<file path="config.mk">
export PLATFORM = sky130hd
export DESIGN_NAME = muldiv_unit
export DESIGN_NICKNAME = d
export VERILOG_FILES = /design/src/rtl/muldiv_unit.sv
export SDC_FILE = /design/constraint.sdc
export NUM_CORES = 1
export LEC_CHECK = 0
export ABC_AREA = 1
export BUFFER_PORTS_ARGS = -buffer_cell sky130_fd_sc_hd__buf_4
export CORE_UTILIZATION = 65
export DETAILED_ROUTE_END_ITERATION = 12
export PLACE_DENSITY = 0.86
export SLEW_MARGIN = 40
export SYNTH_ARGS = -nofsm -noshare
export SYNTH_HDL_FRONTEND = slang
export SYNTH_SLANG_ARGS = --single-unit
</file>
<file path="constraint.sdc">
create_clock -name clk_i -period 11.9 [get_ports clk_i]
set_input_delay 1.19 -clock clk_i [delete_from_list [all_inputs] [get_ports clk_i]]
set_output_delay 1.19 -clock clk_i [all_outputs]
set_load 0.02 [all_outputs]
</file>
<file path="src/rtl/muldiv_unit.sv">
`timescale 1ns/1ps
// Iterative multiply/divide unit with private HI/LO registers for the EX stage.
// Shift-add multiply and restoring divide on magnitudes, one bit per cycle, sign fixed up at the end.
module muldiv_unit #(
    parameter  int WIDTH = 32,
    localparam int CNT_W = $clog2(WIDTH + 1)
) (
    input  logic             clk_i,
    input  logic             rst_i,
    input  logic             start_i,
    input  logic [1:0]       op_i,
    input  logic [WIDTH-1:0] data1_i,
    input  logic [WIDTH-1:0] data2_i,
    input  logic             hi_we_i,
    input  logic             lo_we_i,
    input  logic [WIDTH-1:0] wdata_i,
    output logic             busy_o,
    output logic             done_o,
    output logic [WIDTH-1:0] hi_o,
    output logic [WIDTH-1:0] lo_o
);

    typedef enum logic [1:0] {IDLE, RUN, FIX} state_t;

    state_t               state_q, state_d;
    logic [CNT_W-1:0]     cnt_q, cnt_d;
    logic                 busy_q, busy_d;
    logic                 done_q, done_d;
    logic [WIDTH-1:0]     hi_q, hi_d;
    logic [WIDTH-1:0]     lo_q, lo_d;
    logic                 div_q, div_d;
    logic                 neg_res_q, neg_res_d;
    logic                 neg_rem_q, neg_rem_d;
    logic                 div0_q, div0_d;
    logic [WIDTH-1:0]     opa_q, opa_d;
    logic [WIDTH-1:0]     opb_q, opb_d;
    logic [2*WIDTH-1:0]   acc_q, acc_d;

    logic [WIDTH:0]       mul_sum;
    logic [WIDTH:0]       rem_sh;
    logic [WIDTH:0]       rem_diff;
    logic [WIDTH-1:0]     mag1;
    logic [WIDTH-1:0]     mag2;

    function automatic logic [WIDTH-1:0] magnitude(input logic [WIDTH-1:0] v,
                                                   input logic is_signed);
        logic signed [WIDTH-1:0] s;
        s = $signed(v);
        return (is_signed && s < 0) ? $unsigned(-s) : v;
    endfunction

    function automatic logic [WIDTH-1:0] negate_w(input logic [WIDTH-1:0] v,
                                                  input logic neg);
        logic signed [WIDTH-1:0] s;
        s = $signed(v);
        return neg ? $unsigned(-s) : v;
    endfunction

    function automatic logic [2*WIDTH-1:0] negate_2w(input logic [2*WIDTH-1:0] v,
                                                     input logic neg);
        logic signed [2*WIDTH-1:0] s;
        s = $signed(v);
        return neg ? $unsigned(-s) : v;
    endfunction

    assign mag1 = magnitude(data1_i, op_i[0]);
    assign mag2 = magnitude(data2_i, op_i[0]);

    // Multiply: acc = {partial product, remaining multiplier bits}, shifted right each step.
    assign mul_sum  = {1'b0, acc_q[2*WIDTH-1:WIDTH]} + {1'b0, opa_q};
    // Divide: acc = {partial remainder, remaining dividend bits / quotient bits}, shifted left.
    assign rem_sh   = acc_q[2*WIDTH-1:WIDTH-1];
    assign rem_diff = rem_sh - {1'b0, opb_q};

    always_comb begin
        state_d   = state_q;
        cnt_d     = cnt_q;
        busy_d    = busy_q;
        done_d    = 1'b0;
        hi_d      = hi_q;
        lo_d      = lo_q;
        div_d     = div_q;
        neg_res_d = neg_res_q;
        neg_rem_d = neg_rem_q;
        div0_d    = div0_q;
        opa_d     = opa_q;
        opb_d     = opb_q;
        acc_d     = acc_q;

        unique case (state_q)
            IDLE: begin
                if (hi_we_i) hi_d = wdata_i;
                if (lo_we_i) lo_d = wdata_i;
                if (start_i) begin
                    div_d     = op_i[1];
                    opa_d     = mag1;
                    opb_d     = mag2;
                    neg_res_d = op_i[0] & (data1_i[WIDTH-1] ^ data2_i[WIDTH-1]);
                    neg_rem_d = op_i[0] & op_i[1] & data1_i[WIDTH-1];
                    div0_d    = op_i[1] & (data2_i == '0);
                    acc_d     = {{WIDTH{1'b0}}, (op_i[1] ? mag1 : mag2)};
                    cnt_d     = CNT_W'(WIDTH);
                    busy_d    = 1'b1;
                    state_d   = RUN;
                end
            end
            RUN: begin
                if (div_q) begin
                    if (!rem_diff[WIDTH])
                        acc_d = {rem_diff[WIDTH-1:0], acc_q[WIDTH-2:0], 1'b1};
                    else
                        acc_d = {rem_sh[WIDTH-1:0], acc_q[WIDTH-2:0], 1'b0};
                end else if (acc_q[0]) begin
                    acc_d = {mul_sum, acc_q[WIDTH-1:1]};
                end else begin
                    acc_d = {1'b0, acc_q[2*WIDTH-1:1]};
                end
                cnt_d = cnt_q - 1'b1;
                if (cnt_q == CNT_W'(1)) state_d = FIX;
            end
            FIX: begin
                if (div_q) begin
                    lo_d = div0_q ? '1 : negate_w(acc_q[WIDTH-1:0], neg_res_q);
                    hi_d = negate_w(acc_q[2*WIDTH-1:WIDTH], neg_rem_q);
                end else begin
                    {hi_d, lo_d} = negate_2w(acc_q, neg_res_q);
                end
                done_d  = 1'b1;
                busy_d  = 1'b0;
                state_d = IDLE;
            end
            default: state_d = IDLE;
        endcase
    end

    always_ff @(posedge clk_i) begin
        if (rst_i) begin
            state_q <= IDLE;
            cnt_q   <= '0;
            busy_q  <= 1'b0;
            done_q  <= 1'b0;
            hi_q    <= '0;
            lo_q    <= '0;
        end else begin
            state_q <= state_d;
            cnt_q   <= cnt_d;
            busy_q  <= busy_d;
            done_q  <= done_d;
            hi_q    <= hi_d;
            lo_q    <= lo_d;
        end
    end

    always_ff @(posedge clk_i) begin
        div_q     <= div_d;
        neg_res_q <= neg_res_d;
        neg_rem_q <= neg_rem_d;
        div0_q    <= div0_d;
        opa_q     <= opa_d;
        opb_q     <= opb_d;
        acc_q     <= acc_d;
    end

    assign busy_o = busy_q;
    assign done_o = done_q;
    assign hi_o   = hi_q;
    assign lo_o   = lo_q;

endmodule

</file>
==> impl_metrics.py, run 1 <==
metrics = {
    "clock_tree": {
        "post_cts_buffers": 0,
        "clock-sinks": 206,
        "clk_latency_ps": 550,
        "ctsResizeCount": 0,
        "hold_buffers": 0,
        "cts_tree": "done",
        "clk_path_buf_depth": 3,
        "clk_pin_slew_worst_paths_ps": 60,
        "numCtsBuffers": 23,
        "cts_root_buffer": "clkbuf_16",
        "htreeDepth": 1,
    },
    "sta": {
        "slew_viol_final": 0,
        "setup_viol": 0,
        "worst_slack_ps": 8470,
        "max_freq_ghz": 0.292,
        "timing_hold_violations_final": 0,
        "relSlewSlack_pct": 37.4,
        "finalSetupTns_ps": 0,
        "clock_skew_ps": 9.22,
        "worstMarginPinSlew_ps": 929,
        "holdWs_ps": 468,
        "rsz0062_at_grt": "no",
        "post-route-period-util_pct": 28.8,
        "min_period_ps": 3430,
    },
    "route": {
        "routed_wl_mm": 72.1,
        "wire_per_inst_um": 20.7,
        "postRouteAntennaNets": 0,
        "dr_total_vias": 21700,
        "drt-vias-per-instance": 6.25,
        "dr.pass1.iters": 7,
        "drtIter0Drc": 3932,
        "drc_errors": 0,
    },
    "final_layout": {
        "antenna_cells": 0,
        "syn_to_final_growth_pct": 11.7,
        "nFillCells": 2357,
        "stdcell_area_mm2": 0.0205,
        "nets": 3258,
        "instances_no_fill": 3478,
        "utilization_pct": 74.0,
        "drive_gt1_share_pct": 8.45,
    },
    "die": {
        "coreArea_mm2": 0.0278,
        "die_width_um": 170,
        "die-area_mm2": 0.0290,
        "rows": 61,
        "start_util_pct": 66.2,
        "io_pins": 169,
        "die_y_um": 170,
    },
    "critical_path": {
        "required_ps": 12200,
        "arrival_ps": 3720,
        "path_class": "primary input to register",
        "crit_path_max_fanout": 31,
        "start_kind": "primary input",
        "end_kind": "register",
    },
    "global_route": {
        "antenna_found_initial": 1,
        "track_usage_pct": 49.3,
        "grt_pass1_vias": 19400,
        "overflow": 0,
        "grt_pass1_wl_mm": 108,
        "grt_max_degree": 86,
    },
    "synthesis": {
        "ys_seq_area_share_pct": 29.6,
        "async_flop_share_pct": 0,
        "synth.avg_cell_area_um2": 6.17,
        "synthCells": 2979,
        "synth_edf_count": 132,
        "synth.distinct_cells": 44,
        "syn_area_mm2": 0.0184,
        "syn-num-nets": 3154,
        "ys_ff_latch": 206,
        "ys.flop_type": "edfxtp_1",
        "ys_warn_count": 0,
    },
    "job": {
        "max_cap_violations": 0,
    },
    "placement": {
        "post-place-ws_ps": 8250,
        "gp_congestion": 1.14,
        "numPlacedInstances": 3436,
        "placed_cell_area_mm2": 0.0198,
        "port_buffers": 168,
        "dp_hpwl_mm": 55.4,
    },
    "run_status": {
        "status": "complete, no violations",
    },
    "worst_hold_path": {
        "hold_path_class": "register to register",
    },
    "pwr": {
        "ir_drop_v": 0.000148,
        "power_mw": 2.90,
        "p_per_area_mw_per_mm2": 141,
        "power_leakage_nw": 10.1,
    },
}
-- worst max-delay path, cell delays in order --
cell      delay [ps]
buf_4            130
nand2_1          390
clkinv_1         780
nand2_1          330
nand2_1          140
nor2_2           210
o21ai_1          130
xor2_1           180
nand2_1           70
nand2_1           50
nand2_1           60
nand2_1           60
-- placed cells by master (no fill, tap or decap), types with 5 or more instances in the layout --
cell type,n
o211ai_1,14
dfxtp_1,74
ha_1,70
clkbuf_8,5
nand3_1,253
nand2_4,5
nand3b_1,9
a21oi_1,260
edfxtp_1,132
o21ai_0,236
nor3_1,29
nor2_2,9
nor2_1,321
a31oi_1,17
clkinv_2,5
nand2_2,7
buf_4,177
a21o_1,5
nand2_1,845
o21ai_1,8
xnor2_1,13
clkbuf_16,23
xor2_1,63
o22ai_1,10
inv_1,407
nand4_1,38
o21bai_1,6
inv_2,10
-- per-layer routing --
metal / part of all wire [%] / vias up / GRT usage (%)
li1: - / 9931 / -
met1: 37 / 9619 / 65.5
met2: 41 / 1825 / 71.7
met3: 15 / 363 / 12.4
met4: 7.6 / 2 / 30.2
met5: 0.014 / - / 0
-- path summary, 6_finish.rpt --
check	startpoint	to	slack (ps)	depth (start not counted)
setup reg to reg	acc_q[31]	acc_q[38]	8620	15
hold / removal	busy_o	busy_o	470	2
setup / recovery	data2_i[31]	acc_q[25]	8470	12
hold reg to reg	busy_o	busy_o	470	2
-- power by group --
group / switching [mW] / leakage, nW / total, mW / internal [mW]
Clock: 0.313 / 0.371 / 0.705 / 0.392
Combinational: 0.835 / 7.83 / 1.20 / 0.368
Sequential: 0.124 / 1.92 / 0.990 / 0.866
Total: 1.27 / 10.1 / 2.90 / 1.63
-- logic make-up after synthesis --
family / Yosys count / share of synthesized area [%]
buffers and inverters: 521 / 10.9
flip-flops: 206 / 29.6
XOR/XNOR: 76 / 3.62
AO/OA/AOI/OAI: 568 / 16.2
AND/OR/NAND/NOR: 1536 / 34.7
adder cells (fa/ha/maj): 72 / 4.98
-- state kept, by name, indices dropped and copies added (netlist names) --
register   count
done_o         1
acc_q         64
busy_o         1
cnt_q          6
div0_q         1
neg_res_q      1
opb_q         32
neg_rem_q      1
div_q          1
state_q        2
hi_o          32
lo_o          32
opa_q         32
-- synthesized netlist by cell type (6+ instances only) --
| cell type | count | area, um^2 |
|---|---|---|
| nor3_1 | 29 | 145 |
| edfxtp_1 | 132 | 3960 |
| xnor2_1 | 13 | 114 |
| buf_1 | 8 | 30.0 |
| dfxtp_1 | 74 | 1480 |
| a31oi_1 | 17 | 106 |
| ha_1 | 70 | 876 |
| nor2_1 | 323 | 1210 |
| xor2_1 | 63 | 552 |
| nand2_2 | 7 | 43.8 |
| o21ai_1 | 9 | 45.0 |
| nand2_1 | 845 | 3170 |
| buf_2 | 10 | 50.1 |
| o21ai_0 | 236 | 1180 |
| a21oi_1 | 260 | 1300 |
| clkbuf_1 | 77 | 289 |
| o211ai_1 | 14 | 105 |
| inv_1 | 413 | 1550 |
| nand3_1 | 253 | 1270 |
| o21bai_1 | 6 | 45.0 |
| nor2_2 | 10 | 62.6 |
| o22ai_1 | 10 | 62.6 |
| nand4_1 | 38 | 238 |
| nand3b_1 | 9 | 67.6 |
-- final cells by class --
| type | instances | area (um^2) | area share [%] |
|---|---|---|---|
| inverter | 420 | 1580 | 7.67 |
| clock buffer | 34 | 669 | 3.26 |
| multi-input combinational | 2252 | 11000 | 53.4 |
| clock inverter | 8 | 57.6 | 0.280 |
| sequential | 206 | 5450 | 26.5 |
| timing repair buffer | 180 | 1360 | 6.63 |
| tap | 378 | 473 | 2.30 |
(Power assumes the default switching activity.)
==> run 2: changes to the inputs <==
--- a/config.mk
+++ b/config.mk
@@ -5,11 +5,11 @@
 export SDC_FILE = /design/constraint.sdc
 export NUM_CORES = 1
 export LEC_CHECK = 0
-export ABC_AREA = 1
+export ABC_AREA = 0
 export BUFFER_PORTS_ARGS = -buffer_cell sky130_fd_sc_hd__buf_4
-export CORE_UTILIZATION = 65
+export CORE_UTILIZATION = 55
 export DETAILED_ROUTE_END_ITERATION = 12
-export PLACE_DENSITY = 0.86
+export PLACE_DENSITY = 0.78
 export SLEW_MARGIN = 40
 export SYNTH_ARGS = -nofsm -noshare
 export SYNTH_HDL_FRONTEND = slang
==> constraint.sdc (replaced) <==
create_clock -name clk_i -period 2.8 [get_ports clk_i]
set_input_delay 0.28 -clock clk_i [delete_from_list [all_inputs] [get_ports clk_i]]
set_output_delay 0.28 -clock clk_i [all_outputs]
set_load 0.02 [all_outputs]
==> run 2 against run 1 <==
The flow now finishes with violations (setup timing). Worst hold slack worse by 420 ps. Critical path type is now register to register. Combinational power grew to 5.6 times the previous value. Sequential power increased to 4.0 times the previous value. Sequential cell count is the same. Cell count fell by 24%.
==> impl_metrics.py, run 2 <==
metrics = {
    "worst_hold_path": {
        "min_from": "wdata_i[17]",
        "worst_hold_path.num_cells": 3,
        "worst_hold_path.endpoint": "hi_o[17]",
        "hold_path_class": "primary input to register",
    },
    "synthesis": {
        "ys.flop_type": "edfxtp_1",
        "synth.distinct_cells": 73,
        "ys_ff_latch": 206,
        "synth_area_leaders": "edfxtp_1 26%, dfxtp_1 9.5%, a21oi_1 6.3%, ha_1 5.6%, xnor2_1 5.5%",
        "yosysTopAreaCell": "edfxtp_1",
        "netlist.area_leader.share_pct": 25.5,
        "synth.avg_cell_area_um2": 8.64,
        "ys_warn_count": 0,
        "yosysMostFrequentCell": "a21oi_1",
        "ys_seq_area_share_pct": 35.1,
        "syn-num-nets": 1973,
        "async_flop_share_pct": 0,
        "synth_common_cells": "194 x a21oi_1, 149 x nand2_1, 141 x nor2_1, 132 x edfxtp_1, 123 x o21ai_0",
        "synthCells": 1798,
        "syn_area_mm2": 0.0155,
        "synth_edf_count": 132,
    },
    "clock_tree": {
        "clk_latency_ps": 560,
        "numCtsBuffers": 25,
        "clock-sinks": 206,
        "clk_path_buf_depth": 3,
        "clk_pin_slew_worst_paths_ps": 60,
        "cts_tree": "done",
        "cts_root_buffer": "clkbuf_16",
        "htreeDepth": 1,
    },
    "critical_path": {
        "start_kind": "register",
        "reg2reg_from": "acc_q[31]",
        "path_class": "register to register",
        "required_ps": 3190,
        "reg2reg_depth": 13,
        "end_kind": "register",
        "crit_path_max_fanout": 3,
        "r2r_setup_slack_ps": -340,
        "arrival_ps": 3530,
        "timing.rr.end": "acc_q[54]",
    },
    "die": {
        "start_util_pct": 55.9,
        "rows": 61,
        "die-area_mm2": 0.0289,
        "coreArea_mm2": 0.0278,
        "die_y_um": 170,
        "die_width_um": 170,
        "io_pins": 169,
    },
    "global_route": {
        "top_usage_layer": "met2",
        "antenna_found_initial": 0,
        "grt_pass1_vias": 15500,
        "grtUsageMet2_pct": 62.0,
        "global_route.usage.met3_pct": 9.53,
        "grt_max_degree": 76,
        "track_usage_pct": 41.9,
        "grt.met1_usage_pct": 57.9,
        "overflow": 0,
        "grt_pass1_wl_mm": 91.4,
    },
    "final_layout": {
        "syn_to_final_growth_pct": 36.8,
        "utilization_pct": 76.5,
        "stdcell_area_mm2": 0.0213,
        "layout_commonest_cell": "buf_4",
        "largest_register_ffs": 64,
        "regMostFlops": "acc_q",
        "instances_no_fill": 2626,
        "nets": 2405,
        "regArea_mm2": 0.00545,
        "nFillCells": 1962,
        "antenna_cells": 0,
        "drive_gt1_share_pct": 33.6,
        "multi_input_area_mm2": 0.0103,
        "final_cell_mix": "482 x buf_4, 153 x a21oi_1, 145 x nand2_1",
    },
    "route": {
        "postRouteAntennaNets": 0,
        "drt-vias-per-instance": 6.48,
        "wire_per_inst_um": 24.3,
        "routed_wl_mm": 63.8,
        "drtIter0Drc": 2231,
        "drc_errors": 0,
        "dr.pass1.iters": 6,
        "dr_total_vias": 17000,
    },
    "placement": {
        "dp_hpwl_mm": 47.4,
        "numPlacedInstances": 2542,
        "placed_cell_area_mm2": 0.0192,
        "gp_congestion": 0.993,
        "port_buffers": 168,
        "post-place-ws_ps": -360,
    },
    "sta": {
        "setup_viol": 39,
        "max_freq_ghz": 0.318,
        "finalSetupTns_ps": -7060,
        "worstMarginPinSlew_ps": 848,
        "timing_hold_violations_final": 0,
        "post-route-period-util_pct": 112,
        "min_period_ps": 3140,
        "relSlewSlack_pct": 43.5,
        "slew_viol_final": 0,
        "clock_skew_ps": 27.0,
        "rsz0062_at_grt": "yes",
        "worst_slack_ps": -340,
        "holdWs_ps": 45.6,
    },
    "pwr": {
        "power_leakage_nw": 8.91,
        "p_per_area_mw_per_mm2": 651,
        "power_mw": 13.8,
        "ir_drop_v": 0.000488,
    },
    "run_status": {
        "violations": "setup timing",
        "status": "finished with violations",
    },
    "job": {
        "max_cap_violations": 0,
    },
}
## run 2: changes by cell type after synthesis, moves of 31 or more
cell	delta
nand2_1	-696
inv_1	-347
nand3_1	-220
nor2_1	-182
o21ai_0	-113
xnor2_1	+85
a21oi_1	-66
mux2i_1	+47
a211oi_1	+38
a21o_1	+31
## run 2: critical path, cell delays in order (launching register included)
cell and delay (ps):
edfxtp_1 350, inv_1 50, ha_2 210, fa_2 370
nand2b_4 160, a21oi_4 180, buf_6 130, o211ai_1 110
a211o_1 380, a211oi_2 300, o21a_1 200, nor3_1 50
o31a_1 250, a211oi_2 230
## run 2: worst max-delay path by stage
stage | startpoint | to | slack [ps] | cells after the start
6_report | acc_q[31] | acc_q[54] | -340 | 13
5_1_grt | acc_q[32] | acc_q[47] | -460 | 12
4_1_cts | acc_q[32] | acc_q[61] | -240 | 12
3_5_place_dp | acc_q[32] | acc_q[61] | -360 | 12
3_3_place_gp | acc_q[32] | acc_q[57] | -320 | 12
2_1_floorplan | acc_q[31] | acc_q[50] | -150 | 14
## run 2: timing repair
action,CTS,global route
pin swaps,40,68
hold buffers,2,0
endpoints found under the hold margin,2,0
setup endpoints to repair,51,69
resized for setup,68,145
buffers inserted,15,20
gates cloned,1,3
## run 2: metal layers
metal  vias to the layer above  wire [um]
li1                       7555          -
met1                      8049      25400
met2                      1163      27000
met3                       245       7690
met4                         0       3680
met5                         -          0
## run 2: layout make-up
cell class / count / area share, %
Clock inverter: 14 / 0.618
Inverter: 66 / 1.20
Timing Repair Buffer: 510 / 18.9
Multi-Input combinational cell: 1421 / 48.3
Tap cell: 378 / 2.23
Sequential cell: 206 / 25.6
Clock buffer: 31 / 3.11
## run 2: kinds of logic (layout without fill, tap and decap cells)
kind of cell	Yosys count	count (layout)	synth area share [%]
AOI/OAI and AO/OA	581	581	23.5
xor gates and xnor gates	172	172	9.70
adders and majority gates	72	72	5.90
buffers and inverters	171	621	4.73
DFF	206	206	35.1
muxes	73	73	4.91
and+or+nand+nor	523	523	16.2
## run 2: where the power goes
group	internal, mW	switching, mW	total (mW)
sequential	3.66	0.262	3.92
combinational	2.97	3.73	6.70
clock	1.79	1.41	3.20
